File: src/rtl/parity_frame_tx_pkg.sv
// Shared types and helpers for the parity framed serial transmitter.
package parity_tx_pkg;

  typedef enum logic [2:0] {
    IDLE   = 3'd0,
    START  = 3'd1,
    DATA   = 3'd2,
    PARITY = 3'd3,
    STOP   = 3'd4
  } state_e;

  // Counter width for a range of n values; never narrower than one bit.
  function automatic int unsigned cnt_width(input int unsigned n);
    return (n <= 1) ? 1 : $clog2(n);
  endfunction

endpackage

File: src/rtl/parity_frame_tx_if.sv
// Word handshake in, serial line and frame status out.
interface parity_frame_tx_if #(
  parameter int unsigned DATA_W = 3
);
  logic [DATA_W-1:0] in_data;
  logic              in_valid;
  logic              in_ready;
  logic              tx_out;
  logic              busy;
  logic              done;

  modport master (output in_data, in_valid, input in_ready, tx_out, busy, done);
  modport slave  (input in_data, in_valid, output in_ready, tx_out, busy, done);
endinterface

File: src/rtl/parity_frame_tx_parity_calc.sv
// Even-parity bit for a data word: set when the word holds an odd number of ones.
module parity_calc #(
  parameter int unsigned DATA_W = 3
) (
  input  logic [DATA_W-1:0] data_i,
  output logic              parity_c_o
);
  assign parity_c_o = ^data_i;
endmodule

File: src/rtl/parity_frame_tx.sv
// Serialises accepted words as start, data LSB-first, even parity and stop bits.
module parity_frame_tx
  import parity_tx_pkg::*;
#(
  parameter int unsigned DATA_W       = 3,
  parameter int unsigned CLKS_PER_BIT = 4
) (
  input  logic             clk,
  input  logic             rst,
  parity_frame_tx_if.slave bus
);

  localparam int unsigned CNT_W = cnt_width(CLKS_PER_BIT);
  localparam int unsigned IDX_W = cnt_width(DATA_W);
  localparam logic [CNT_W-1:0] CNT_LAST = CNT_W'(CLKS_PER_BIT - 1);
  localparam logic [IDX_W-1:0] IDX_LAST = IDX_W'(DATA_W - 1);

  state_e            state_q, state_d;
  logic [CNT_W-1:0]  cnt_q, cnt_d;
  logic [IDX_W-1:0]  idx_q, idx_d;
  logic [DATA_W-1:0] sh_q, sh_d;
  logic              par_q, par_d;
  logic              tx_q, tx_d;
  logic              busy_q, busy_d;
  logic              done_q, done_d;
  logic              parity_c;
  logic              last_tick_c;
  logic              ready_c;
  logic              accept_c;

  parity_calc #(.DATA_W(DATA_W)) u_parity_calc (
    .data_i     (bus.in_data),
    .parity_c_o (parity_c)
  );

  assign last_tick_c = (cnt_q == CNT_LAST);
  assign ready_c     = (state_q == IDLE) || ((state_q == STOP) && last_tick_c);
  assign accept_c    = bus.in_valid && ready_c;

  assign bus.in_ready = ready_c;
  assign bus.tx_out   = tx_q;
  assign bus.busy     = busy_q;
  assign bus.done     = done_q;

  // Next state, counters and the registered line/status values they imply.
  always_comb begin
    state_d = state_q;
    cnt_d   = cnt_q;
    idx_d   = idx_q;
    sh_d    = sh_q;
    par_d   = par_q;
    tx_d    = 1'b1;
    busy_d  = 1'b0;
    done_d  = 1'b0;

    case (state_q)
      IDLE: begin
        if (accept_c) begin
          state_d = START;
          cnt_d   = '0;
          idx_d   = '0;
          sh_d    = bus.in_data;
          par_d   = parity_c;
        end
      end
      START: begin
        cnt_d = last_tick_c ? '0 : cnt_q + CNT_W'(1);
        if (last_tick_c) state_d = DATA;
      end
      DATA: begin
        cnt_d = last_tick_c ? '0 : cnt_q + CNT_W'(1);
        if (last_tick_c) begin
          sh_d = sh_q >> 1;
          if (idx_q == IDX_LAST) begin
            idx_d   = '0;
            state_d = PARITY;
          end else begin
            idx_d = idx_q + IDX_W'(1);
          end
        end
      end
      PARITY: begin
        cnt_d = last_tick_c ? '0 : cnt_q + CNT_W'(1);
        if (last_tick_c) state_d = STOP;
      end
      STOP: begin
        cnt_d = last_tick_c ? '0 : cnt_q + CNT_W'(1);
        if (last_tick_c) begin
          // A word offered in the last stop cycle starts the next frame with no idle gap.
          if (accept_c) begin
            state_d = START;
            idx_d   = '0;
            sh_d    = bus.in_data;
            par_d   = parity_c;
          end else begin
            state_d = IDLE;
          end
        end
      end
      default: begin
        state_d = IDLE;
        cnt_d   = '0;
        idx_d   = '0;
      end
    endcase

    case (state_d)
      START:   tx_d = 1'b0;
      DATA:    tx_d = sh_d[0];
      PARITY:  tx_d = par_d;
      default: tx_d = 1'b1;
    endcase
    busy_d = (state_d != IDLE);
    done_d = (state_d == STOP) && (cnt_d == CNT_LAST);
  end

  always_ff @(posedge clk or posedge rst) begin
    if (rst) begin
      state_q <= IDLE;
      cnt_q   <= '0;
      idx_q   <= '0;
      sh_q    <= '0;
      par_q   <= 1'b0;
      tx_q    <= 1'b1;
      busy_q  <= 1'b0;
      done_q  <= 1'b0;
    end else begin
      state_q <= state_d;
      cnt_q   <= cnt_d;
      idx_q   <= idx_d;
      sh_q    <= sh_d;
      par_q   <= par_d;
      tx_q    <= tx_d;
      busy_q  <= busy_d;
      done_q  <= done_d;
    end
  end

endmodule

File: src/flat_wrapper.sv
// flat-port wrapper written by rule: the top's interface ports become plain ports
module parity_frame_tx_flat import parity_tx_pkg::*;
#(
  parameter int unsigned DATA_W       = 3,
  parameter int unsigned CLKS_PER_BIT = 4
)
  (clk, rst, bus_in_data, bus_in_valid, bus_in_ready, bus_tx_out, bus_busy, bus_done);
  parity_frame_tx_if #(.DATA_W(DATA_W)) bus_i ();
  input  logic clk;
  input  logic rst;
  input wire logic [$bits(bus_i.in_data)-1:0] bus_in_data;
  input wire logic [$bits(bus_i.in_valid)-1:0] bus_in_valid;
  output wire logic [$bits(bus_i.in_ready)-1:0] bus_in_ready;
  output wire logic [$bits(bus_i.tx_out)-1:0] bus_tx_out;
  output wire logic [$bits(bus_i.busy)-1:0] bus_busy;
  output wire logic [$bits(bus_i.done)-1:0] bus_done;
  assign bus_i.in_data = bus_in_data;
  assign bus_i.in_valid = bus_in_valid;
  assign bus_in_ready = bus_i.in_ready;
  assign bus_tx_out = bus_i.tx_out;
  assign bus_busy = bus_i.busy;
  assign bus_done = bus_i.done;
  parity_frame_tx #(.DATA_W(DATA_W), .CLKS_PER_BIT(CLKS_PER_BIT)) u_core (.clk(clk), .rst(rst), .bus(bus_i));
endmodule
File: config.mk
export PLATFORM = sky130hd
export DESIGN_NAME = parity_frame_tx_flat
export DESIGN_NICKNAME = d
export VERILOG_FILES = /design/src/rtl/parity_frame_tx_pkg.sv /design/src/rtl/parity_frame_tx_if.sv /design/src/rtl/parity_frame_tx_parity_calc.sv /design/src/rtl/parity_frame_tx.sv /design/src/flat_wrapper.sv
export SDC_FILE = /design/constraint.sdc
export NUM_CORES = 1
export LEC_CHECK = 0
export ABC_AREA = 1
export BUFFER_PORTS_ARGS = -buffer_cell sky130_fd_sc_hd__buf_4
export CAP_MARGIN = 0
export CORE_MARGIN = 2
export CORE_UTILIZATION = 55
export CTS_BUF_LIST = sky130_fd_sc_hd__clkbuf_4 sky130_fd_sc_hd__clkbuf_8
export DETAILED_ROUTE_END_ITERATION = 8
export GPL_TIMING_DRIVEN = 0
export PLACE_DENSITY_LB_ADDON = 0.3
export SLEW_MARGIN = 40
export SYNTH_ARGS = -nofsm -noshare
export SYNTH_HDL_FRONTEND = slang
export SYNTH_SLANG_ARGS = --single-unit
File: constraint.sdc
create_clock -name clk -period 4.29 [get_ports clk]
set_clock_uncertainty 0.1 [all_clocks]
set_input_delay 0.858 -clock clk [delete_from_list [all_inputs] [get_ports clk]]
set_output_delay 0.858 -clock clk [all_outputs]
set_load 0.05 [all_outputs]
* Word-level counts from Yosys, hierarchy flattened
Cells that the tools add are included.
Word-level totals: register bits 14, bits of input ports 6, output and inout port bits 4, word-level logic and storage cells 61
Operators by class: $add $sub $neg 2, equality and inequality tests 13, mux-type cells 24, bitwise gates (word level) 1, reduce and logical (&&, ||, !) cells 12
Operators with widths (number):
- 3-bit two-way mux | 9
- 3-bit one-hot mux with 5 select lines | 1
- 3-bit by 2-bit equality test with 1-bit output, second input constant | 4
- 2-bit two-way mux | 6
- 3-bit one-hot mux with 3 select lines | 1
- 2-bit one-hot mux with 4 select lines | 1
- 2-bit equality test, second input constant | 3
- 3-bit by 1-bit equality test with 1-bit output, second input constant | 2
- 3-bit equality test, second input constant | 2
- 3-bit AND reduction | 2
- 3-bit nonzero test | 2
- 2-bit by 1-bit adder with 2-bit output, second input constant | 2
- 2-bit by 1-bit != test with 1-bit output, second input constant | 2
- 2-bit one-hot mux with 2 select lines | 1
- 4-bit OR reduction | 1
- 1-bit logical AND | 3
- 3-bit zero test | 1
- 1-bit two-way mux | 3
- 1-bit one-hot mux with 3 select lines | 1
- 3-bit parity | 1
- 1-bit one-hot mux with 2 select lines | 1
- 2-bit OR reduction | 1
- 1-bit logical OR | 1
- 1-bit NOT | 1

* Longest topological paths before layout
Gate-level depths: netlist (run 1).
depth after elaboration 9, depth in mapped cells 10, mapped depth without buffers 10

* Modules after synthesis
Synthesis (run 1) repeated with hierarchy kept, for this count alone.
Second synthesis, totals: cells, all modules 100, area, all modules 797.0 um2
By module, submodules not included:
- parity_frame_tx | instances 1, cells an instance 91, area an instance 762.0 um2, seq. area each 351.6 um2
- parity_calc | instances 1, cells an instance 9, area an instance 35.0 um2, seq. area each 0.0 um2

* Least setup slack after synthesis (run 1)
OpenSTA, ideal clock, no wires.
kind register to output, start register u_core.cnt_q[0], end output port bus_in_ready, arrival 1.136 ns, path slack 2.196 ns, stages on the path, launching flop included 6, buffers on the path 0, path through dfrtp_1 > ha_1 > inv_2 > nand2_2 > nand2_1 > inv_1
On the way: cells in the longest elaborated chain, start to end 3
RTL lines:
- from (decl) | RTL line parity_frame_tx.sv:19 | logic [CNT_W-1:0] cnt_q, cnt_d;
- from (signal assigned) | RTL line parity_frame_tx.sv:129 | cnt_q <= cnt_d;
- 2-bit equality test | RTL line parity_frame_tx.sv:36 | assign last_tick_c = (cnt_q == CNT_LAST);
- 1-bit logical AND | RTL line parity_frame_tx.sv:37 | assign ready_c = (state_q == IDLE) || ((state_q == STOP) && last_tick_c);
- 1-bit logical OR | RTL line parity_frame_tx.sv:37
- to (decl) | RTL line flat_wrapper.sv:13 | output wire logic [$bits(bus_i.in_ready)-1:0] bus_in_ready;
No other way between the ends.

* Worst setup path after layout (run 1)
Ends and elaborated chain as after synthesis.

==> impl_metrics.py, run 1 <==
metrics = {
    "floorplan": {
        "core_um2": 1300,
        "die_w_um": 41.5,
        "start_util_pct": 59.5,
        "row_count": 13,
        "ios": 10,
        "die-area_um2": 1720,
        "die_h_um": 41.5,
    },
    "worst_setup_path": {
        "crit_type": "reg2out",
        "crit_slowest_cell": "dfrtp_1",
        "cp_max_fo": 7,
        "cp.arrival_ns": 1.50,
        "crit_chain": "ha_1, inv_2, nand2_2, nand2_1, inv_1, buf_4",
        "crit_path_start_kind": "flip-flop",
        "required_ns": 3.33,
        "crit_path_end_kind": "primary output",
        "slowest_delay_ns": 0.39,
    },
    "sta": {
        "min_period_ns": 2.46,
        "max_freq_mhz": 406,
        "slew_viol_final": 0,
        "timing.setup.tns_ns": 0,
        "worst_pin_slew_ns": 0.534,
        "setup_viol": 0,
        "hold_viol": 0,
        "layout_worst_path_cycle_share_pct": 57.3,
        "maxSlewHeadroom_pct": 64.3,
        "rsz0062_at_grt": "no",
        "finalWorstSetupSlack_ns": 1.83,
    },
    "clocking": {
        "cts_buffers": 3,
        "htree_levels": 1,
        "cts_tree": "done",
        "path_clk_slew_ns": 0.09,
        "cts_root_buf": "clkbuf_4",
        "clk_latency_ns": 0.28,
        "cts_hold_buffers": 0,
        "cts_setup_buffers": 0,
        "cts_sinks": 14,
        "max-clock-path-buffers": 2,
        "cts_resized": 0,
    },
    "finish": {
        "drive_above_1_share_pct": 22.1,
        "fin_util_pct": 68.9,
        "layout_common_cells": "nand2_1, inv_1, dfrtp_1",
        "num-fill-cells": 114,
        "nNetsFinal": 121,
        "multiInputGateArea_um2": 355,
        "area_delta_synth_final_pct": 15.8,
        "antenna_cells": 0,
        "final_common_cell": "nand2_1",
        "regArea_um2": 352,
    },
    "drt": {
        "drtPass1Iterations": 4,
        "wire_per_inst_um": 11.6,
        "wirelength_mm": 1.49,
        "drt_iter0_drc": 23,
        "ant_nets": 0,
        "drc": 0,
        "via_per_inst": 5.35,
        "vias": 685,
    },
    "global_route": {
        "grt_pass1_wl_mm": 2.62,
        "grt_use_met2_pct": 32.2,
        "use_met1_pct": 24.7,
        "busiest_layer": "met2",
        "met3_usage_pct": 7.83,
        "antenna_found_initial": 0,
        "grt_usage_pct": 20.0,
        "grt_max_degree": 15,
        "grt_overflow": 0,
        "grt_pass1_vias": 617,
    },
    "place": {
        "io_buffers": 9,
        "place_congestion": 0.826,
        "hpwl_mm": 1.18,
        "pre_cts_slack_ns": 2.14,
    },
    "synth": {
        "ys_seq_area_share_pct": 45.4,
        "synth_cell_type_count": 23,
        "synthTopCellsByArea": "dfrtp_1, nand2_1, inv_1",
        "yosys.area.top_type": "dfrtp_1",
        "synth_nets": 107,
        "ys_seq_elements": 14,
        "synth_warnings": 0,
        "synth_area_um2": 774,
        "syn_inst": 100,
        "synth.avg_cell_area_um2": 7.74,
        "yosysTopAreaCellShare_pct": 42.0,
    },
    "flow_run": {
        "drv_cap": 0,
    },
    "status": {
        "status": "finished clean",
    },
    "pwr": {
        "power_density_nw_per_um2": 831,
        "power_leakage_nw": 0.469,
        "ir_worst_vdd_mv": 0.460,
    },
    "min_path": {
        "hp-class": "reg2reg",
    },
}
[Yosys cell counts, drive strengths merged]
master / n
o21ai: 4
dfstp: 1
nand2: 27
buf: 1
a21oi: 3
a31oi: 1
o31ai: 2
ha: 1
inv: 16
dfrtp: 13
o22ai: 1
nor2: 13
or2: 2
a211oi: 1
nand3b: 2
nand3: 10
xnor2: 1
o211ai: 1
[flip-flops by register name (all words and copies together), names as in the netlist]
register / cells
u_core.bus.busy: 1
u_core.bus.done: 1
u_core.bus.tx_out: 1
u_core.cnt_q: 2
u_core.idx_q: 2
u_core.par_q: 1
u_core.sh_q: 3
u_core.state_q: 3
[worst max-delay path, delay by kind of cell, from the launching register on]
kind                     cells  cell delay, ns
flip-flops                   1            0.39
buffers and inverters        3            0.35
adder cells (fa/ha/maj)      1            0.32
AND/OR/NAND/NOR              2            0.16
[metal layers]
metal,part of all wire (%),vias to the layer above
li1,-,345
met1,44,319
met2,49,17
met3,4.8,4
met4,1.7,0
met5,0,-
[metrics by stage]
stage	area [um2]	hold slack [ns]	power, W	instances
finish	897	0.402	0.000745	128
global route	897	0.450	0.000808	128
CTS	897	0.415	0.000748	128
detailed placement	861	0.395	0.000652	124
global placement	861	0.373	0.000633	124
floorplan	774	0.344	0.000557	100
[logic make-up (layout without fill, tap and decap cells)]
| logic type | after synthesis | count (layout) | share of synthesized area (%) |
|---|---|---|---|
| flip-flops | 14 | 14 | 45.4 |
| XOR/XNOR | 1 | 1 | 1.13 |
| adder cells (fa/ha/maj) | 1 | 1 | 1.62 |
| AO/OA/AOI/OAI | 13 | 13 | 10.5 |
| buffers and inverters | 17 | 30 | 8.72 |
| AND/OR/NAND/NOR | 54 | 54 | 32.6 |
[path summary, 6_finish.rpt]
check | start | endpoint | slack [ns] | depth (start not counted)
setup reg to reg | u_core.cnt_q[0] | u_core.bus.busy | 2.45 | 9
max in group asynchronous | rst | u_core.bus.tx_out | 3.21 | 2
hold / removal | u_core.par_q | u_core.par_q | 0.40 | 2
min in group asynchronous | rst | u_core.idx_q[1] | 0.51 | 2
hold reg to reg | u_core.par_q | u_core.par_q | 0.40 | 2
setup / recovery | u_core.cnt_q[0] | bus_in_ready | 1.83 | 6
[power breakdown]
| group | internal, W | switching [W] |
|---|---|---|
| logic | 0.000141 | 0.000281 |
| clock network | 0.0000517 | 0.0000428 |
| registers | 0.000196 | 0.0000337 |
[area by class of cell]
class | count | area share [%]
plain buffers | 1 | 0.837
clock buffers | 4 | 4.04
repair buffers | 9 | 7.53
well taps | 15 | 2.09
inverters | 16 | 6.69
multi-input cells | 69 | 39.6
flip-flops and latches | 14 | 39.2
Power figures use the tool's default switching activity.
==> inputs of run 2 (changes only) <==
--- a/config.mk
+++ b/config.mk
@@ -9,7 +9,7 @@
 export BUFFER_PORTS_ARGS = -buffer_cell sky130_fd_sc_hd__buf_4
 export CAP_MARGIN = 0
 export CORE_MARGIN = 2
-export CORE_UTILIZATION = 55
+export CORE_UTILIZATION = 52
 export CTS_BUF_LIST = sky130_fd_sc_hd__clkbuf_4 sky130_fd_sc_hd__clkbuf_8
 export DETAILED_ROUTE_END_ITERATION = 8
 export GPL_TIMING_DRIVEN = 0
==> constraint.sdc (replaced) <==
create_clock -name clk -period 2.05 [get_ports clk]
set_clock_uncertainty 0.1 [all_clocks]
set_input_delay 0.41 -clock clk [delete_from_list [all_inputs] [get_ports clk]]
set_output_delay 0.41 -clock clk [all_outputs]
set_load 0.05 [all_outputs]
==> impl_metrics.py, run 2 (same netlist as run 1, synthesis figures left out) <==
metrics = {
    "finish": {
        "final_common_cell": "nand2_1",
        "nNetsFinal": 121,
        "drive_above_1_share_pct": 23.0,
        "area_delta_synth_final_pct": 15.3,
        "reg_top3": "u_core.sh_q: 3 flops, u_core.state_q: 3 flops",
        "fin_util_pct": 66.2,
        "layout_common_cells": "nand2_1, inv_1, dfrtp_1",
        "antenna_cells": 0,
        "final_cells": 128,
    },
    "drt": {
        "wire_per_inst_um": 11.1,
        "drc": 0,
        "drt_iter0_drc": 13,
        "via_per_inst": 5.27,
        "wirelength_mm": 1.42,
        "vias": 675,
        "ant_nets": 0,
        "drtPass1Iterations": 4,
    },
    "floorplan": {
        "start_util_pct": 57.4,
        "die_h_um": 42.6,
        "die-area_um2": 1810,
        "row_count": 13,
        "ios": 10,
        "die_w_um": 42.6,
        "core_um2": 1350,
    },
    "clocking": {
        "max-clock-path-buffers": 2,
        "cts_buffers": 3,
        "htree_levels": 1,
        "clk_latency_ns": 0.27,
        "cts_hold_buffers": 0,
        "cts_root_buf": "clkbuf_4",
        "path_clk_slew_ns": 0.07,
        "cts_tree": "done",
        "cts_sinks": 14,
    },
    "sta": {
        "worst_pin_slew_ns": 0.494,
        "maxSlewHeadroom_pct": 67.0,
        "min_period_ns": 1.95,
        "timing.setup.tns_ns": 0,
        "rsz0062_at_grt": "no",
        "hold_viol": 0,
        "layout_worst_path_cycle_share_pct": 95.1,
        "setup_viol": 0,
        "max_freq_mhz": 513,
        "slew_viol_final": 0,
    },
    "worst_setup_path": {
        "cp.arrival_ns": 1.44,
        "cp_max_fo": 7,
        "slowest_delay_ns": 0.39,
        "crit_path_end_kind": "primary output",
        "required_ns": 1.54,
        "r2r_setup_slack_ns": 0.29,
        "crit_slowest_cell": "dfrtp_1",
        "r2r-start": "u_core.cnt_q[0]",
        "crit_chain": "ha_2, inv_2, nand2_2, nand2_1, inv_1, buf_4",
        "crit_type": "reg2out",
        "r2r_cells": 9,
        "reg2reg_to": "u_core.bus.busy",
        "crit_path_start_kind": "flip-flop",
    },
    "pwr": {
        "p_total_w": 0.00153,
        "power_leakage_nw": 0.465,
        "ir_worst_vdd_mv": 0.885,
        "power_density_nw_per_um2": 1710,
    },
    "min_path": {
        "hp-class": "in2async",
    },
    "place": {
        "io_buffers": 9,
        "place_inst": 124,
        "hpwl_mm": 1.12,
        "place_congestion": 0.829,
    },
    "global_route": {
        "grt_pass1_wl_mm": 2.45,
        "antenna_found_initial": 0,
        "grt_max_degree": 15,
        "grt_usage_pct": 18.2,
        "grt_overflow": 0,
        "grt_pass1_vias": 599,
    },
    "status": {
        "status": "finished clean",
    },
    "flow_run": {
        "drv_cap": 0,
    },
}
==> run 2: cell counts in the layout (fill, tap and decap cells not counted) <==
Identical to the previous run, type by type.
==> run 2: cell type report <==
type	instances	area (um2)
Fill cell	122	457
Clock buffer	4	30.0
Sequential cell	14	352
Buffer	1	7.51
Inverter	16	60.1
Tap cell	15	18.8
Multi-Input combinational cell	69	358
Timing Repair Buffer	9	67.6
==> run 2: worst max-delay path by stage <==
stage | cells after the start | startpoint | slack [ns] | end
6_report | 6 | u_core.cnt_q[0] | 0.10 | bus_in_ready
5_1_grt | 6 | u_core.cnt_q[0] | 0.003 | bus_in_ready
4_1_cts | 6 | u_core.cnt_q[0] | 0.02 | bus_in_ready
3_5_place_dp | 9 | u_core.cnt_q[0] | 0.22 | u_core.bus.busy
3_3_place_gp | 9 | u_core.cnt_q[0] | 0.25 | u_core.bus.busy
2_1_floorplan | 9 | u_core.cnt_q[0] | 0.40 | u_core.bus.busy
==> run 2: per-layer routing <==
layer  track usage [%]  vias to the layer above  part of all wire (%)
met4              3.75                        0                  0.84
met5                 0                        -                     0
met1              22.5                      305                    43
met3              6.47                        2                   5.7
met2              30.5                       22                    51
li1                  -                      346                     -
==> run 2: critical path, delay by kind of cell, from the launching register on <==
| family | cells | cell delay (ns) |
|---|---|---|
| DFF | 1 | 0.39 |
| buffers and inverters | 3 | 0.34 |
| adders and majority gates | 1 | 0.28 |
| and+or+nand+nor | 2 | 0.15 |
==> run 2: stage by stage <==
stage	worst slack (ns)	instance area [um2]	hold WS, ns
3_5_place_dp	0.219	861	0.368
5_1_grt	0.00317	893	0.122
6_report	0.100	893	0.0575
3_3_place_gp	0.249	861	0.364
4_1_cts	0.0196	891	0.0700
2_1_floorplan	0.399	774	0.199
==> run 2: timing repair <==
action | in CTS | in global routing
setup endpoints to repair | 0 | 1
setup buffers | 0 | 0
gates resized for setup | 0 | 1
==> run 2: report_power, final <==
group	leakage [nW]	internal (W)	total [W]	switching [W]
sequential	0.172	0.000410	0.000484	0.0000745
clock	0.0184	0.0000886	0.000166	0.0000772
combinational	0.274	0.000297	0.000875	0.000578
